[src/rtl/spi_master_mcs_if.sv]
// Command/response channel of the multi-chip-select SPI master.
// The block itself connects through the slave modport; the requester uses master.
interface spi_master_mcs_if #(
    parameter int unsigned NCS  = 4,
    parameter int unsigned MAXW = 32,
    parameter int unsigned DIVW = 8
);
    localparam int unsigned CSW = (NCS > 1) ? $clog2(NCS) : 1;
    localparam int unsigned LW  = $clog2(MAXW);

    logic            cmd_valid;
    logic            cmd_ready;
    logic [CSW-1:0]  cmd_cs;
    logic [LW-1:0]   cmd_len;
    logic [MAXW-1:0] cmd_data;
    logic [DIVW-1:0] cmd_div;
    logic            cmd_cpol;
    logic            cmd_cpha;
    logic            rsp_valid;
    logic            rsp_ready;
    logic [MAXW-1:0] rsp_data;

    modport master (
        output cmd_valid, cmd_cs, cmd_len, cmd_data, cmd_div, cmd_cpol, cmd_cpha, rsp_ready,
        input  cmd_ready, rsp_valid, rsp_data
    );

    modport slave (
        input  cmd_valid, cmd_cs, cmd_len, cmd_data, cmd_div, cmd_cpol, cmd_cpha, rsp_ready,
        output cmd_ready, rsp_valid, rsp_data
    );
endinterface

[src/rtl/spi_master_mcs.sv]
// Multi-chip-select SPI master: one framed transfer per command, per-command length,
// divider and CPOL/CPHA, captured MISO returned on a response channel.
module spi_master_mcs #(
    parameter int unsigned NCS  = 4,
    parameter int unsigned MAXW = 32,
    parameter int unsigned DIVW = 8
) (
    input  logic           clk,
    input  logic           rst,
    spi_master_mcs_if.slave bus,
    input  logic           srst_req,
    output logic           spi_sclk,
    output logic [NCS-1:0] spi_csb,
    output logic           spi_sdo,
    input  logic           spi_sdi,
    output logic           spi_srst_n
);
    localparam int unsigned CSW = (NCS > 1) ? $clog2(NCS) : 1;
    localparam int unsigned LW  = $clog2(MAXW);

    typedef enum logic [2:0] {StInit, StIdle, StSetup, StShift, StHold, StGap, StResp} state_e;

    state_e          state_q, state_d;
    logic [CSW-1:0]  cs_q;
    logic [MAXW-1:0] data_q;
    logic [DIVW-1:0] div_q;
    logic            cpol_q, cpha_q;
    logic [DIVW-1:0] cnt_q, cnt_d, cnt_next;
    logic [LW-1:0]   bit_q, bit_d, bit_dec;
    logic            first_q, first_d;
    logic            sclk_q, sclk_d;
    logic            sdo_q, sdo_d;
    logic [MAXW-1:0] rx_q, rx_d, rx_shift;
    logic            rsp_valid_q, rsp_valid_d;
    logic [NCS-1:0]  csb_q, csb_d;
    logic [1:0]      sdi_sync_q;
    logic            srst_n_q;
    logic            accept, tick, leading, cs_hit;

    assign bus.cmd_ready = (state_q == StIdle) && !rsp_valid_q;
    assign bus.rsp_valid = rsp_valid_q;
    assign bus.rsp_data  = rx_q;
    assign spi_sclk      = sclk_q;
    assign spi_sdo       = sdo_q;
    assign spi_csb       = csb_q;
    assign spi_srst_n    = srst_n_q;

    assign accept   = bus.cmd_valid && bus.cmd_ready;
    assign tick     = (cnt_q == '0);
    assign cnt_next = tick ? div_q : cnt_q - 1'b1;
    assign leading  = (sclk_q == cpol_q);
    assign bit_dec  = bit_q - 1'b1;
    // Out-of-range selects run the frame blind: zeros are shifted in instead of MISO.
    assign cs_hit   = (32'(cs_q) < NCS);
    assign rx_shift = {rx_q[MAXW-2:0], cs_hit & sdi_sync_q[1]};

    always_comb begin
        state_d     = state_q;
        cnt_d       = cnt_q;
        bit_d       = bit_q;
        first_d     = first_q;
        sclk_d      = sclk_q;
        sdo_d       = sdo_q;
        rx_d        = rx_q;
        rsp_valid_d = rsp_valid_q;
        unique case (state_q)
            StInit: state_d = StIdle;
            StIdle: begin
                if (accept) begin
                    state_d = StSetup;
                    cnt_d   = bus.cmd_div;
                    bit_d   = bus.cmd_len;
                    first_d = 1'b1;
                    sclk_d  = bus.cmd_cpol;
                    sdo_d   = bus.cmd_data[bus.cmd_len];
                    rx_d    = '0;
                end
            end
            StSetup: begin
                cnt_d = cnt_next;
                if (tick) state_d = StShift;
            end
            StShift: begin
                cnt_d = cnt_next;
                if (tick) begin
                    sclk_d = ~sclk_q;
                    if (leading) begin
                        first_d = 1'b0;
                        if (!cpha_q) begin
                            rx_d = rx_shift;
                        end else if (!first_q) begin
                            bit_d = bit_dec;
                            sdo_d = data_q[bit_dec];
                        end
                    end else begin
                        if (cpha_q) rx_d = rx_shift;
                        // Trailing edge of bit 0 returns SCLK to idle and closes the frame.
                        if (bit_q == '0) begin
                            state_d = StHold;
                        end else if (!cpha_q) begin
                            bit_d = bit_dec;
                            sdo_d = data_q[bit_dec];
                        end
                    end
                end
            end
            StHold: begin
                cnt_d = cnt_next;
                if (tick) state_d = StGap;
            end
            StGap: begin
                cnt_d = cnt_next;
                if (tick) state_d = StResp;
            end
            StResp: begin
                if (!rsp_valid_q) begin
                    rsp_valid_d = 1'b1;
                end else if (bus.rsp_ready) begin
                    rsp_valid_d = 1'b0;
                    state_d     = StIdle;
                end
            end
            default: state_d = StIdle;
        endcase
    end

    always_comb begin
        csb_d = '1;
        if ((state_q == StSetup || state_q == StShift || state_q == StHold) && cs_hit) begin
            csb_d[cs_q] = 1'b0;
        end
    end

    always_ff @(posedge clk or posedge rst) begin
        if (rst) begin
            state_q     <= StInit;
            cnt_q       <= '0;
            bit_q       <= '0;
            first_q     <= 1'b0;
            sclk_q      <= 1'b0;
            sdo_q       <= 1'b0;
            rx_q        <= '0;
            rsp_valid_q <= 1'b0;
            csb_q       <= '1;
        end else begin
            state_q     <= state_d;
            cnt_q       <= cnt_d;
            bit_q       <= bit_d;
            first_q     <= first_d;
            sclk_q      <= sclk_d;
            sdo_q       <= sdo_d;
            rx_q        <= rx_d;
            rsp_valid_q <= rsp_valid_d;
            csb_q       <= csb_d;
        end
    end

    always_ff @(posedge clk or posedge rst) begin
        if (rst) begin
            cs_q   <= '0;
            data_q <= '0;
            div_q  <= '0;
            cpol_q <= 1'b0;
            cpha_q <= 1'b0;
        end else if (accept) begin
            cs_q   <= bus.cmd_cs;
            data_q <= bus.cmd_data;
            div_q  <= bus.cmd_div;
            cpol_q <= bus.cmd_cpol;
            cpha_q <= bus.cmd_cpha;
        end
    end

    always_ff @(posedge clk or posedge rst) begin
        if (rst) begin
            sdi_sync_q <= '0;
            srst_n_q   <= 1'b0;
        end else begin
            sdi_sync_q <= {sdi_sync_q[0], spi_sdi};
            srst_n_q   <= ~srst_req;
        end
    end
endmodule

[src/flat_wrapper.sv]
// flat-port wrapper written by rule: the top's interface ports become plain ports
module spi_master_mcs_flat 
#(
    parameter int unsigned NCS  = 4,
    parameter int unsigned MAXW = 32,
    parameter int unsigned DIVW = 8
)
  (clk, rst, srst_req, spi_sclk, spi_csb, spi_sdo, spi_sdi, spi_srst_n, bus_cmd_valid, bus_cmd_cs, bus_cmd_len, bus_cmd_data, bus_cmd_div, bus_cmd_cpol, bus_cmd_cpha, bus_rsp_ready, bus_cmd_ready, bus_rsp_valid, bus_rsp_data);
  spi_master_mcs_if #(.NCS(NCS), .MAXW(MAXW), .DIVW(DIVW)) bus_i ();
  input  logic clk;
  input  logic rst;
  input  logic srst_req;
  output logic spi_sclk;
  output logic [NCS-1:0] spi_csb;
  output logic spi_sdo;
  input  logic spi_sdi;
  output logic spi_srst_n;
  input wire logic [$bits(bus_i.cmd_valid)-1:0] bus_cmd_valid;
  input wire logic [$bits(bus_i.cmd_cs)-1:0] bus_cmd_cs;
  input wire logic [$bits(bus_i.cmd_len)-1:0] bus_cmd_len;
  input wire logic [$bits(bus_i.cmd_data)-1:0] bus_cmd_data;
  input wire logic [$bits(bus_i.cmd_div)-1:0] bus_cmd_div;
  input wire logic [$bits(bus_i.cmd_cpol)-1:0] bus_cmd_cpol;
  input wire logic [$bits(bus_i.cmd_cpha)-1:0] bus_cmd_cpha;
  input wire logic [$bits(bus_i.rsp_ready)-1:0] bus_rsp_ready;
  output wire logic [$bits(bus_i.cmd_ready)-1:0] bus_cmd_ready;
  output wire logic [$bits(bus_i.rsp_valid)-1:0] bus_rsp_valid;
  output wire logic [$bits(bus_i.rsp_data)-1:0] bus_rsp_data;
  assign bus_i.cmd_valid = bus_cmd_valid;
  assign bus_i.cmd_cs = bus_cmd_cs;
  assign bus_i.cmd_len = bus_cmd_len;
  assign bus_i.cmd_data = bus_cmd_data;
  assign bus_i.cmd_div = bus_cmd_div;
  assign bus_i.cmd_cpol = bus_cmd_cpol;
  assign bus_i.cmd_cpha = bus_cmd_cpha;
  assign bus_i.rsp_ready = bus_rsp_ready;
  assign bus_cmd_ready = bus_i.cmd_ready;
  assign bus_rsp_valid = bus_i.rsp_valid;
  assign bus_rsp_data = bus_i.rsp_data;
  spi_master_mcs #(.NCS(NCS), .MAXW(MAXW), .DIVW(DIVW)) u_core (.clk(clk), .rst(rst), .bus(bus_i), .srst_req(srst_req), .spi_sclk(spi_sclk), .spi_csb(spi_csb), .spi_sdo(spi_sdo), .spi_sdi(spi_sdi), .spi_srst_n(spi_srst_n));
endmodule
[config.mk]
export PLATFORM = sky130hd
export DESIGN_NAME = spi_master_mcs_flat
export DESIGN_NICKNAME = d
export VERILOG_FILES = /design/src/rtl/spi_master_mcs_if.sv /design/src/rtl/spi_master_mcs.sv /design/src/flat_wrapper.sv
export SDC_FILE = /design/constraint.sdc
export NUM_CORES = 1
export LEC_CHECK = 0
export ABC_AREA = 0
export CORE_MARGIN = 2
export CORE_UTILIZATION = 34
export DETAILED_ROUTE_END_ITERATION = 10
export PLACE_DENSITY_LB_ADDON = 0.25
export SKIP_CTS_REPAIR_TIMING = 1
export SYNTH_ARGS = -nofsm -noshare
export SYNTH_HDL_FRONTEND = slang
export SYNTH_SLANG_ARGS = --single-unit
[constraint.sdc]
create_clock -name clk -period 4.3 [get_ports clk]
set_input_delay 0.645 -clock clk [delete_from_list [all_inputs] [get_ports clk]]
set_output_delay 0.645 -clock clk [all_outputs]
set_load 0.01 [all_outputs]
==> reports/results.ini <==
[run_status]
status = complete, no violations

[detailed_routing]
routed.top_layer = met4
dr_wl_met2_mm = 5.555
vias_per_cell = 5.128
drcViolationCount = 0
drt_iter0_markers = 151
drt-met1-wl_mm = 5.225
num_vias = 3754
routed_wl_mm = 11.39
routedWlPerCell_um = 15.56
route.met3.wl_um = 409
drtAntennaViolNets = 0
firstDrtPassIters = 4

[clock_network]
clkLatencyLatePin_ps = 350
path_clk_slew_ps = 70
cts.sinks = 103
htreeDepth = 3
cts_buffers = 9
cts-root-buf = clkbuf_16
ctsLongestPathBuffers = 2
cts_tree = yes

[critical_path]
path_class = flop to flop
critPathCaptureType = flop
critPathArrivalTime_ps = 3000
cp_max_fo = 34
worstPathRequired_ps = 4510
worst_setup_path_start_kind = flop

[floorplan]
dieHeight_um = 125.9
io_pins = 96
rows = 44
start_util = 0.3474
dieWidth_um = 125.9
coreArea_mm2 = 0.01453
die-area_mm2 = 0.01584

[yosys]
ys_warn_count = 0
synthTopCellsByArea = dfrtp_1 49%, mux2_2 10%, mux4_2 7.1%, nand2_1 6.1%, o21ai_0 4.8%
synth_nets = 519
synth_seq_area_share = 0.5115
synth_top_area_share = 0.4907
synthArstFlopShare = 1.000
syn-cell-area_mm2 = 0.005049
synth.most_common_cell = dfrtp_1
synth_common_cells = 99 x dfrtp_1, 82 x nand2_1, 48 x o21ai_0
synth.avg_cell_area_um2 = 11.00
ys_seq_elements = 103
synth-main-ff-cell = dfrtp_1
synth_cells = 459
synth_edf_count = 0
synth_top_area_cell = dfrtp_1
ys_types = 47

[timing]
slew_viol_final = 0
finalSetupTns_ps = 0
finalCriticalPeriod_ps = 2790
worst_clock_skew_ps = 7.660
worst_pin_slew_ps = 931.3
timing.hold.ws_ps = 352.2
hold_viol_final = 0
min_period_over_period = 0.6489
relSlewSlack = 0.3791
rsz0062_at_grt = no
setup_ws_ps = 1510
finalSetupViolCount = 0
fmax_mhz = 358.4

[grt]
grt_remaining_overflow = 0
grt_pass1_wl_mm = 19.16
grt_max_degree = 76
grt_usage = 0.1496
antenna_found_initial = 0
first_global_vias = 3769

[finish]
antenna_cells = 0
fin_nets = 603
final_cells = 732
drive_above_1_share = 0.1734
syn_to_final_growth_pct = 27.83

[flow_run]
drv_cap = 0

[hold_path]
min_path_type = flop to flop

[placed_design]
hpwl_mm = 7.997
port_buffers = 95
routabilityCongestion = 0.7441
dp.cells = 716
dp_slack_ps = 1269

[power]
max-vdd-ir-drop_v = 0.0002046
power_density_mw_per_mm2 = 293.5
p_leak_nw = 2.782

==> per-stage QoR <==
stage	area (µm²)	power [mW]	utilization
4_1_cts	6454	1.929	0.4440
2_1_floorplan	5049	1.029	-
6_report	6454	1.894	0.4440
5_1_grt	6454	1.972	0.4440
3_3_place_gp	6161	1.099	0.4239
3_5_place_dp	6161	1.100	0.4239
==> worst max-delay path: stages (launching register included) <==
cell and delay (ps):
dfrtp_1 700, nand3_1 630, o21ai_4 790, buf_4 390
o21ai_0 140
==> placed cells by master, fill, tap and decap left out, types with 3 or more instances in the layout <==
master / synthesis / layout
a211oi_1: 5 / 5
a21oi_1: 18 / 18
a31oi_1: 4 / 4
buf_4: 3 / 5
clkbuf_1: 18 / 3
clkbuf_16: 0 / 9
clkdlybuf4s50_1: 0 / 95
dfrtp_1: 99 / 99
dfstp_2: 4 / 4
ha_1: 5 / 5
inv_1: 11 / 10
mux2_2: 45 / 45
mux2i_1: 8 / 8
mux4_2: 16 / 16
nand2_1: 82 / 82
nand3_1: 8 / 8
nor2_1: 20 / 19
nor2b_1: 3 / 3
nor3_1: 10 / 10
nor3b_1: 5 / 5
o21ai_0: 48 / 48
xnor2_1: 7 / 7
==> cells by family after synthesis <==
kind of cell             after synthesis  share of synthesized area
AO/OA/AOI/OAI                         92                     0.1053
XOR/XNOR                              10                    0.01884
adder cells (fa/ha/maj)                5                    0.01239
buffers and inverters                 38                    0.03172
flip-flops                           103                     0.5115
multiplexers                          69                     0.1876
AND/OR/NAND/NOR                      142                     0.1326
==> final timing paths <==
kind                       depth (start not counted)                  from                       to  slack, ps
max                                                4     u_core.state_q[1]  u_core.bus.rsp_data[21]       1510
min                                                0  u_core.sdi_sync_q[0]     u_core.sdi_sync_q[1]        350
max reg2reg                                        4     u_core.state_q[1]  u_core.bus.rsp_data[21]       1510
min reg2reg                                        0  u_core.sdi_sync_q[0]     u_core.sdi_sync_q[1]        350
max in group asynchronous                          3                   rst   u_core.bus.rsp_data[7]       2490
min in group asynchronous                          2                   rst        u_core.spi_srst_n        860
==> routing by layer <==
layer	vias to the layer above	track usage
met5	-	0
met4	0	0.04848
met3	16	0.03653
met2	71	0.2452
met1	1871	0.1964
li1	1796	-
==> state kept, by name, indices dropped and copies added, names as in the netlist, 2 cells and up <==
register,flops
u_core.spi_csb,4
u_core.sdi_sync_q,2
u_core.state_q,3
u_core.bus.rsp_data,32
u_core.cnt_q,8
u_core.cs_q,2
u_core.bit_q,5
u_core.div_q,8
u_core.data_q,32
==> report_power, final <==
part           switching [mW]  internal (mW)  total (mW)
combinational          0.0463         0.0619       0.108
sequential           0.000342          0.970       0.970
clock                   0.348          0.467       0.816
total                   0.395           1.50        1.89
==> final cells by class <==
class                      instances  area, µm²
clock buffer                      13      250.2
clock inverter                     3      42.54
fill                            1387       8080
inverter                          11      43.79
multi-input combinational        318       2316
sequential                       103       2582
tap                              184      230.2
timing repair buffer             100      988.4
Note: power is estimated with default switching activity, not from simulation.
